[src/rtl/alu_issue_ctrl.sv]
// rtl/alu_issue_ctrl.sv - issue-side controller for the datapath ALU
//
// Purpose:
//   Accepts one ALU operation per request handshake and drives it into the ALU
//   as registered operands. The opcode and operands are held stable while the
//   class latency elapses. The controller then captures ZHI/ZLO and returns them
//   on the response handshake.
//   Illegal opcodes and divide-by-zero are screened here, so the ALU never sees them.
//
// Ports:
//   clock, reset_n             rising-edge clock, asynchronous active-low reset
//   req_valid/req_ready        request handshake (ready only while idle)
//   req_opcode/req_ra/req_rb   operation code and operands
//   alu_opcode/alu_ra/alu_rb   registered opcode and operands to the ALU
//   alu_zhi/alu_zlo            ALU results (combinational ALU)
//   rsp_valid/rsp_ready        response handshake to Z/HI/LO write-back
//   rsp_zhi/rsp_zlo            captured results
//   rsp_hilo_wr                result targets HI/LO (mul/div)
//   rsp_illegal, rsp_div0      screening flags

module alu_issue_ctrl #(
  parameter int SIMPLE_LAT = 1,
  parameter int MUL_LAT    = 4,
  parameter int DIV_LAT    = 34
) (
  input  logic        clock,
  input  logic        reset_n,
  input  logic        req_valid,
  output logic        req_ready,
  input  logic [4:0]  req_opcode,
  input  logic [31:0] req_ra,
  input  logic [31:0] req_rb,
  output logic [4:0]  alu_opcode,
  output logic [31:0] alu_ra,
  output logic [31:0] alu_rb,
  input  logic [31:0] alu_zhi,
  input  logic [31:0] alu_zlo,
  output logic        rsp_valid,
  input  logic        rsp_ready,
  output logic [31:0] rsp_zhi,
  output logic [31:0] rsp_zlo,
  output logic        rsp_hilo_wr,
  output logic        rsp_illegal,
  output logic        rsp_div0
);

  localparam logic [4:0] OP_ADD = 5'b00011;
  localparam logic [4:0] OP_SUB = 5'b00100;
  localparam logic [4:0] OP_SHR = 5'b00101;
  localparam logic [4:0] OP_SHL = 5'b00110;
  localparam logic [4:0] OP_ROR = 5'b00111;
  localparam logic [4:0] OP_ROL = 5'b01000;
  localparam logic [4:0] OP_AND = 5'b01001;
  localparam logic [4:0] OP_OR  = 5'b01010;
  localparam logic [4:0] OP_MUL = 5'b01110;
  localparam logic [4:0] OP_DIV = 5'b01111;
  localparam logic [4:0] OP_NEG = 5'b10000;
  localparam logic [4:0] OP_NOT = 5'b10001;

  localparam int MAX_AB  = (SIMPLE_LAT > MUL_LAT) ? SIMPLE_LAT : MUL_LAT;
  localparam int MAX_LAT = (MAX_AB > DIV_LAT) ? MAX_AB : DIV_LAT;
  // The counter only ever holds LAT-1, so clog2(MAX_LAT) bits are enough.
  localparam int CW      = (MAX_LAT > 1) ? $clog2(MAX_LAT) : 1;

  typedef enum logic [1:0] {
    IDLE = 2'd0,
    EXEC = 2'd1,
    RESP = 2'd2
  } state_t;

  state_t          state;
  logic [CW-1:0]   cnt;
  logic            req_legal;
  logic            req_is_div0;
  logic [CW-1:0]   req_cnt;
  logic            exec_hilo;

  // Classify the incoming opcode and pick the countdown start value.
  always_comb begin
    req_legal = 1'b1;
    req_cnt   = CW'(SIMPLE_LAT - 1);
    unique case (req_opcode)
      OP_ADD, OP_SUB, OP_SHR, OP_SHL, OP_ROR, OP_ROL,
      OP_AND, OP_OR, OP_NEG, OP_NOT: req_cnt = CW'(SIMPLE_LAT - 1);
      OP_MUL: req_cnt = CW'(MUL_LAT - 1);
      OP_DIV: req_cnt = CW'(DIV_LAT - 1);
      default: req_legal = 1'b0;
    endcase
  end

  assign req_is_div0 = (req_opcode == OP_DIV) && (req_rb == 32'd0);

  // alu_opcode is frozen during EXEC, so it identifies the class of the operation in flight.
  assign exec_hilo = (alu_opcode == OP_MUL) || (alu_opcode == OP_DIV);

  assign req_ready = (state == IDLE);

  always_ff @(posedge clock or negedge reset_n) begin
    if (!reset_n) begin
      state       <= IDLE;
      cnt         <= '0;
      alu_opcode  <= 5'b00000;
      alu_ra      <= 32'd0;
      alu_rb      <= 32'd0;
      rsp_valid   <= 1'b0;
      rsp_zhi     <= 32'd0;
      rsp_zlo     <= 32'd0;
      rsp_hilo_wr <= 1'b0;
      rsp_illegal <= 1'b0;
      rsp_div0    <= 1'b0;
    end else begin
      unique case (state)
        IDLE: begin
          if (req_valid) begin
            if (!req_legal) begin
              // Screened: the ALU inputs keep their previous operation.
              rsp_zhi     <= 32'd0;
              rsp_zlo     <= 32'd0;
              rsp_illegal <= 1'b1;
              rsp_div0    <= 1'b0;
              rsp_hilo_wr <= 1'b0;
              rsp_valid   <= 1'b1;
              state       <= RESP;
            end else if (req_is_div0) begin
              rsp_zhi     <= 32'd0;
              rsp_zlo     <= 32'd0;
              rsp_illegal <= 1'b0;
              rsp_div0    <= 1'b1;
              rsp_hilo_wr <= 1'b0;
              rsp_valid   <= 1'b1;
              state       <= RESP;
            end else begin
              alu_opcode <= req_opcode;
              alu_ra     <= req_ra;
              alu_rb     <= req_rb;
              cnt        <= req_cnt;
              state      <= EXEC;
            end
          end
        end
        EXEC: begin
          if (cnt == '0) begin
            // Simple ops only produce ZLO; clear ZHI so write-back sees a clean value.
            rsp_zhi     <= exec_hilo ? alu_zhi : 32'd0;
            rsp_zlo     <= alu_zlo;
            rsp_hilo_wr <= exec_hilo;
            rsp_illegal <= 1'b0;
            rsp_div0    <= 1'b0;
            rsp_valid   <= 1'b1;
            state       <= RESP;
          end else begin
            cnt <= cnt - 1'b1;
          end
        end
        RESP: begin
          if (rsp_ready) begin
            // Results are left in place; only the qualifiers are cleared.
            rsp_valid   <= 1'b0;
            rsp_hilo_wr <= 1'b0;
            rsp_illegal <= 1'b0;
            rsp_div0    <= 1'b0;
            state       <= IDLE;
          end
        end
        default: state <= IDLE;
      endcase
    end
  end

endmodule

[config.mk]
export PLATFORM = sky130hd
export DESIGN_NAME = alu_issue_ctrl
export DESIGN_NICKNAME = d
export VERILOG_FILES = /design/src/rtl/alu_issue_ctrl.sv
export SDC_FILE = /design/constraint.sdc
export NUM_CORES = 1
export LEC_CHECK = 0
export ABC_AREA = 1
export BUFFER_PORTS_ARGS = -buffer_cell sky130_fd_sc_hd__buf_2
export CORE_AREA = 5 5 138 107
export DETAILED_ROUTE_END_ITERATION = 8
export DIE_AREA = 0 0 143 112
export MAX_ROUTING_LAYER = met4
export PLACE_DENSITY = 0.8
export SETUP_SLACK_MARGIN = 0.5
export SYNTH_ARGS = -nofsm -noshare
export SYNTH_HDL_FRONTEND = slang
export SYNTH_SLANG_ARGS = --single-unit
[constraint.sdc]
create_clock -name clock -period 5.1 [get_ports clock]
set_input_delay 0.51 -clock clock [delete_from_list [all_inputs] [get_ports clock]]
set_output_delay 0.51 -clock clock [all_outputs]
set_load 0.01 [all_outputs]
==> results.sh, run 1 <==
export IMPL_status="complete, no violations"
export IMPL_slew_limit_headroom=0.228
export IMPL_core_um2=13400
export IMPL_fin_setup_tns_ns=0
export IMPL_tightest_slew_ns=1.15
export IMPL_syn_area_um2=6760
export IMPL_drive_above_1_share=0.303
export IMPL_worstSetupEndpointType="register"
export IMPL_hold_path_class="primary input to asynchronous set/reset pin"
export IMPL_viasPerCell=5.06
export IMPL_dp_hpwl_um=12500
export IMPL_synth_avg_cell_area_um2=8.35
export IMPL_synthSimpleGateAreaFrac=0.391
export IMPL_p_per_area_nw_per_um2=524
export IMPL_finalSetupViolations=0
export IMPL_worstSkewPairLatency_ns=0.42
export IMPL_crit_path_max_incr_delay_ns=0.82
export IMPL_grt_pass1_wl_um=29700
export IMPL_drt_iter0_markers=369
export IMPL_fin_skew_ns=0.0159
export IMPL_crit_slowest_cell="nand2_2"
export IMPL_place_ws_ns=1.82
export IMPL_cts_buffers=17
export IMPL_drv_slew=0
export IMPL_grt_pass1_vias=5954
export IMPL_cts_root_buf="clkbuf_16"
export IMPL_start_kind="register"
export IMPL_grt_usage=0.233
export IMPL_synth_fa_ha_area_frac=0.0111
export IMPL_finalWirelength_um=18400
export IMPL_port_buffers=274
export IMPL_cts_htree_levels=4
export IMPL_ir_drop_mv=0.268
export IMPL_final_nets=1197
export IMPL_period_needed_ns=3.17
export IMPL_gp_congestion=0.853
export IMPL_cts_hold_buf=0
export IMPL_clkTransAtPathRegs_ns=0.07
export IMPL_clock_fmax_mhz=315
export IMPL_cts_tree="yes"
export IMPL_core_rowCount=37
export IMPL_drtAntennaViolNets=0
export IMPL_yosys_warnings=0
export IMPL_dieHeight_um=112
export IMPL_path_cells="inv_1 > ha_1 > inv_1 > nor2_1 > inv_1 > o21ai_1 > a21oi_4 > buf_4 > nand2_2 > nand2_1 > nand2_1"
export IMPL_synth_area_top_cells="dfrtp_1 (54%), nand2_1 (21%), nand3b_1 (7.1%)"
export IMPL_max_cap_violations=0
export IMPL_dp_cells=1210
export IMPL_cp_data_required_time_ns=5.40
export IMPL_synth_mux_area_frac=0
export IMPL_initial_core_util=0.505
export IMPL_grt_remaining_overflow=0
export IMPL_crit_top_cell="inv_1"
export IMPL_cts_buffer_depth=2
export IMPL_ys_seq_area_frac=0.537
export IMPL_areaGrowthSynthToFinish_pct=29.7
export IMPL_finalPower_mw=4.59
export IMPL_drc=0
export IMPL_ys_types=27
export IMPL_post_route_util=0.655
export IMPL_clock_sinks=145
export IMPL_period_share=0.622
export IMPL_fill_cells=1164
export IMPL_vias=6290
export IMPL_layoutNonFillerInstCount=1243
export IMPL_critPathBufInv=4
export IMPL_total_leakage_power_nw=5.01
export IMPL_synthesis_nets=952
export IMPL_synth_top_family_by_area="simple AND/OR/NAND/NOR gates"
export IMPL_ios=275
export IMPL_drt_pass1_iterations=5
export IMPL_setup_ws_ns=1.93
export IMPL_cts_setup_buffers=0
export IMPL_grt_max_degree=117
export IMPL_syn_instance_count=809
export IMPL_die_w_um=143
export IMPL_rsz0062_at_grt="no"
export IMPL_hold_viol=0
export IMPL_cts_repair_resized=0
export IMPL_antenna_found_initial=1
export IMPL_synth_seq_cells=145
export IMPL_die_area_um2=16000
export IMPL_synth_xor_area_share=0.00130
export IMPL_cp_data_arrival_time_ns=3.48
export IMPL_synth_compound_area_frac=0.0111
export IMPL_multi_input_area_um2=2820
export IMPL_crit_path_max_fanout=65
export IMPL_synth_top_area_share=0.537
export IMPL_yosysTopAreaCell="dfrtp_1"
export IMPL_cp_top_family="simple AND/OR/NAND/NOR gates"
export IMPL_regArea_um2=3630
export IMPL_avgRoutedWirePerCell_um=14.8
export IMPL_timing_worst_setup_path_type="register to register"
[synthesized netlist by cell type]
master and number:
nor3_2 1, inv_1 14, dfrtp_1 145, nand2_4 1, o21ai_1 2, o21ai_0 4, nand3b_1 64, nand4_1 72
buf_4 9, nor2_1 33, nor3_1 2, nand3_2 1, ha_1 6, nand2_1 380, a21oi_1 3, nor2_8 1
xor2_1 1, a21boi_0 1, nand3_1 15, clkbuf_1 18, buf_2 23, a21oi_4 1, o22ai_1 1, buf_1 6
clkinv_1 1, nand2_2 2, or2_2 2
[cell usage in the layout (no fill, tap or decap), types with 8 or more instances in the layout]
cell type / netlist / final
inv_1: 14 / 14
dfrtp_1: 145 / 145
buf_4: 9 / 8
buf_2: 23 / 273
nand4_1: 72 / 72
nand3b_1: 64 / 64
clkbuf_16: 0 / 17
nand3_1: 15 / 15
nand2_1: 380 / 380
nor2_1: 33 / 33
[worst paths after layout]
| kind | slack, ns | to | from | depth (start not counted) |
|---|---|---|---|---|
| worst min-delay path | 0.25 | rsp_zlo[19] | reset_n | 1 |
| worst max-delay path | 1.93 | rsp_zhi[12] | state[0] | 11 |
| worst max register to register | 1.93 | rsp_zhi[12] | state[0] | 11 |
| worst min register to register | 0.46 | rsp_zlo[29] | rsp_zlo[29] | 2 |
| min in group clock | 0.34 | alu_ra[12] | req_ra[12] | 3 |
| max in group asynchronous | 3.85 | rsp_zlo[30] | reset_n | 2 |
[metal layers]
metal | global-route usage | share of wire | routed length [µm] | vias up
met5 | - | 0 | 0 | -
met4 | 0.0868 | 0.026 | 481 | 0
met3 | 0.0361 | 0.058 | 1070 | 37
met2 | 0.356 | 0.48 | 8920 | 220
met1 | 0.316 | 0.43 | 7970 | 2919
li1 | - | - | - | 3114
[logic make-up (layout without fill, tap and decap cells)]
kind of cell             after synthesis  after routing
AND/OR/NAND/NOR                      574            574
flip-flops                           145            145
buffers and inverters                 71            329
AO/OA/AOI/OAI                         12             12
adder cells (fa/ha/maj)                6              6
XOR/XNOR                               1              1
other                                  0              1
[metrics by stage]
step	area [µm²]	hold WS, ns
after floorplan	6760	0.214
after global placement	8160	0.450
after detailed placement	8160	0.453
after CTS	8760	0.293
after global routing	8770	0.347
final	8770	0.245
[power breakdown]
group | switching, mW | internal [mW]
clock | 0.506 | 0.757
combinational | 1.06 | 0.540
sequential | 0.211 | 1.52
[area by class of cell]
type                    count  share of cell area
flip-flops and latches    145               0.414
multi-input cells         593               0.322
repair buffers            282               0.164
clock buffers              20              0.0521
well taps                 175              0.0250
clock inverters            12              0.0167
inverters                  15             0.00642
diodes                      1            0.000285
[registers in the layout, indices dropped and copies added, names as in the netlist]
register / count
rsp_illegal: 1
rsp_valid: 1
rsp_zlo: 32
alu_opcode: 5
cnt: 6
rsp_hilo_wr: 1
alu_ra: 32
alu_rb: 32
rsp_div0: 1
state: 2
rsp_zhi: 32
(Power assumes the default switching activity.)
==> inputs of run 2 (changes only) <==
ABC_AREA = 0   (was 1)
CORE_AREA = 5 5 139 108   (was 5 5 138 107)
DIE_AREA = 0 0 144 113   (was 0 0 143 112)
PLACE_DENSITY = 0.76   (was 0.8)
clock period = 3.2 ns   (was 5.1 ns; I/O delays follow)
==> results.sh, run 2 <==
export IMPL_hold_path_class="primary input to register"
export IMPL_gp_congestion=0.846
export IMPL_drive_above_1_share=0.482
export IMPL_port_buffers=274
export IMPL_core_um2=13500
export IMPL_synthArstFlopShare=1.00
export IMPL_period_needed_ns=2.55
export IMPL_clock_fmax_mhz=392
export IMPL_crit_path_max_fanout=23
export IMPL_die_area_um2=16300
export IMPL_synth_top_area_share=0.572
export IMPL_synth_avg_cell_area_um2=12.1
export IMPL_wl_met3_um=1580
export IMPL_final_nets=948
export IMPL_syn_instance_count=526
export IMPL_worstSetupEndpointType="register"
export IMPL_yosysTopAreaCell="dfrtp_1"
export IMPL_timing_worst_setup_path_type="register to register"
export IMPL_areaGrowthSynthToFinish_pct=35.0
export IMPL_synthesis_nets=669
export IMPL_synth_area_top_cells="dfrtp_1 (57%), mux2_2 (13%), mux2i_1 (11%)"
export IMPL_cts_root_buf="clkbuf_16"
export IMPL_wl_met1_um=6620
export IMPL_syn_area_um2=6340
export IMPL_ios=275
export IMPL_rsz0062_at_grt="yes"
export IMPL_drv_slew=0
export IMPL_final_common_cell="buf_2"
export IMPL_drt_pass1_iterations=4
export IMPL_finalSetupViolations=0
export IMPL_fin_setup_tns_ns=0
export IMPL_cts_buffer_depth=2
export IMPL_grt_pass1_vias=5268
export IMPL_cts_tree="yes"
export IMPL_initial_core_util=0.471
export IMPL_synth_commonest_cells="dfrtp_1 (145), inv_1 (74), mux2_2 (71)"
export IMPL_synth_seq_cells=145
export IMPL_cp_data_arrival_time_ns=2.88
export IMPL_fin_skew_ns=0.00532
export IMPL_slew_limit_headroom=0.495
export IMPL_avgRoutedWirePerCell_um=16.7
export IMPL_dr_wl_met2_um=8200
export IMPL_cp_data_required_time_ns=3.53
export IMPL_die_w_um=144
export IMPL_ys_types=45
export IMPL_drc=0
export IMPL_final_cell_mix="buf_2 (273), dfrtp_1 (145), inv_1 (74)"
export IMPL_top_layer="met4"
export IMPL_total_leakage_power_nw=4.30
export IMPL_cts_setup_buffers=0
export IMPL_core_rowCount=37
export IMPL_viasPerCell=4.97
export IMPL_ys_seq_area_frac=0.572
export IMPL_worstSkewPairLatency_ns=0.41
export IMPL_tightest_slew_ns=0.758
export IMPL_clkTransAtPathRegs_ns=0.06
export IMPL_grt_max_degree=85
export IMPL_ir_drop_mv=0.545
export IMPL_grt_pass1_wl_um=26800
export IMPL_dieHeight_um=113
export IMPL_synth_enable_flop_cells=0
export IMPL_cts_htree_levels=4
export IMPL_dp_hpwl_um=12400
export IMPL_max_cap_violations=0
export IMPL_p_per_area_nw_per_um2=929
export IMPL_n_antenna_cell=0
export IMPL_cts_buffers=17
export IMPL_start_kind="register"
export IMPL_clock_sinks=145
export IMPL_fill_cells=1094
export IMPL_drtAntennaViolNets=0
export IMPL_hold_viol=0
export IMPL_grt_usage=0.214
export IMPL_synthFlopType="dfrtp_1"
export IMPL_period_share=0.797
export IMPL_synth_most_common_cell="dfrtp_1"
export IMPL_antenna_found_initial=0
export IMPL_finalPower_mw=7.96
export IMPL_drt_iter0_markers=215
export IMPL_yosys_warnings=0
export IMPL_vias=4928
export IMPL_grt_remaining_overflow=0
export IMPL_rrSetupSlack_ns=0.65
export IMPL_finalWirelength_um=16500
export IMPL_status="complete, no violations"
==> run 2: changes by cell type after synthesis, moves of 28 or more <==
cell,change
nand2_1,-312
mux2_2,+71
nand4_1,-69
mux2i_1,+67
nand3b_1,-62
inv_1,+60
nor2_1,-28
==> run 2: stage by stage <==
stage,setup slack (ns),instance area [µm²],hold slack [ns],instances,utilization
6_report,0.650,8560,0.139,992,0.636
5_1_grt,0.478,8560,0.116,992,0.636
4_1_cts,0.530,8540,0.121,992,0.634
3_5_place_dp,0.460,7920,0.427,959,0.588
3_3_place_gp,0.607,7920,0.411,959,0.588
2_1_floorplan,0.844,6340,0.0244,526,-
==> run 2: report_power, final <==
group | switching [mW] | internal [mW]
clock | 0.730 | 1.24
sequential | 0.365 | 2.48
combinational | 1.61 | 1.53
==> run 2: worst paths after layout <==
path	startpoint	end	cells past startpoint
setup reg to reg	cnt[0]	rsp_zhi[30]	8
hold / removal	req_ra[14]	alu_ra[14]	2
setup / recovery	cnt[0]	rsp_zhi[30]	8
hold reg to reg	rsp_illegal	rsp_illegal	1
min in group asynchronous	reset_n	alu_rb[12]	2
max in group asynchronous	reset_n	rsp_zhi[28]	3
==> run 2: layout make-up <==
type                       instances  area, µm²  area share
multi-input combinational        282       2330       0.272
tap                              175        219      0.0256
clock inverter                    10        135      0.0158
timing repair buffer             284       1520       0.177
sequential                       145       3630       0.424
inverter                          75        282      0.0329
clock buffer                      21        450      0.0526
==> run 2: routing by layer <==
layer | track usage | up-vias
li1 | - | 2318
met1 | 0.256 | 2407
met2 | 0.349 | 191
met3 | 0.0828 | 12
met4 | 0.0433 | 0
met5 | - | -
==> run 2: critical path, stage by stage, from the launching register on <==
cell	delay [ns]
dfrtp_1	0.39
inv_1	0.12
ha_1	0.16
or4b_2	0.64
o21ai_2	0.19
o211a_1	0.18
o31a_4	0.21
bufbuf_16	0.36
mux2i_1	0.21
==> run 2: logic make-up after synthesis <==
kind of cell,share of synthesized area
muxes,0.232
DFF,0.572
and+or+nand+nor,0.0862
AOI/OAI and AO/OA,0.0294
buffers and inverters,0.0657
adders and majority gates,0.0118
xor gates and xnor gates,0.00276
==> run 2: repair_timing <==
item / CTS / global route
hold endpoints to repair: 55 / 0
gates resized for setup: 1 / 3
gates cloned: 1 / 0
hold buffers: 1 / 0
setup endpoints to repair: 31 / 51
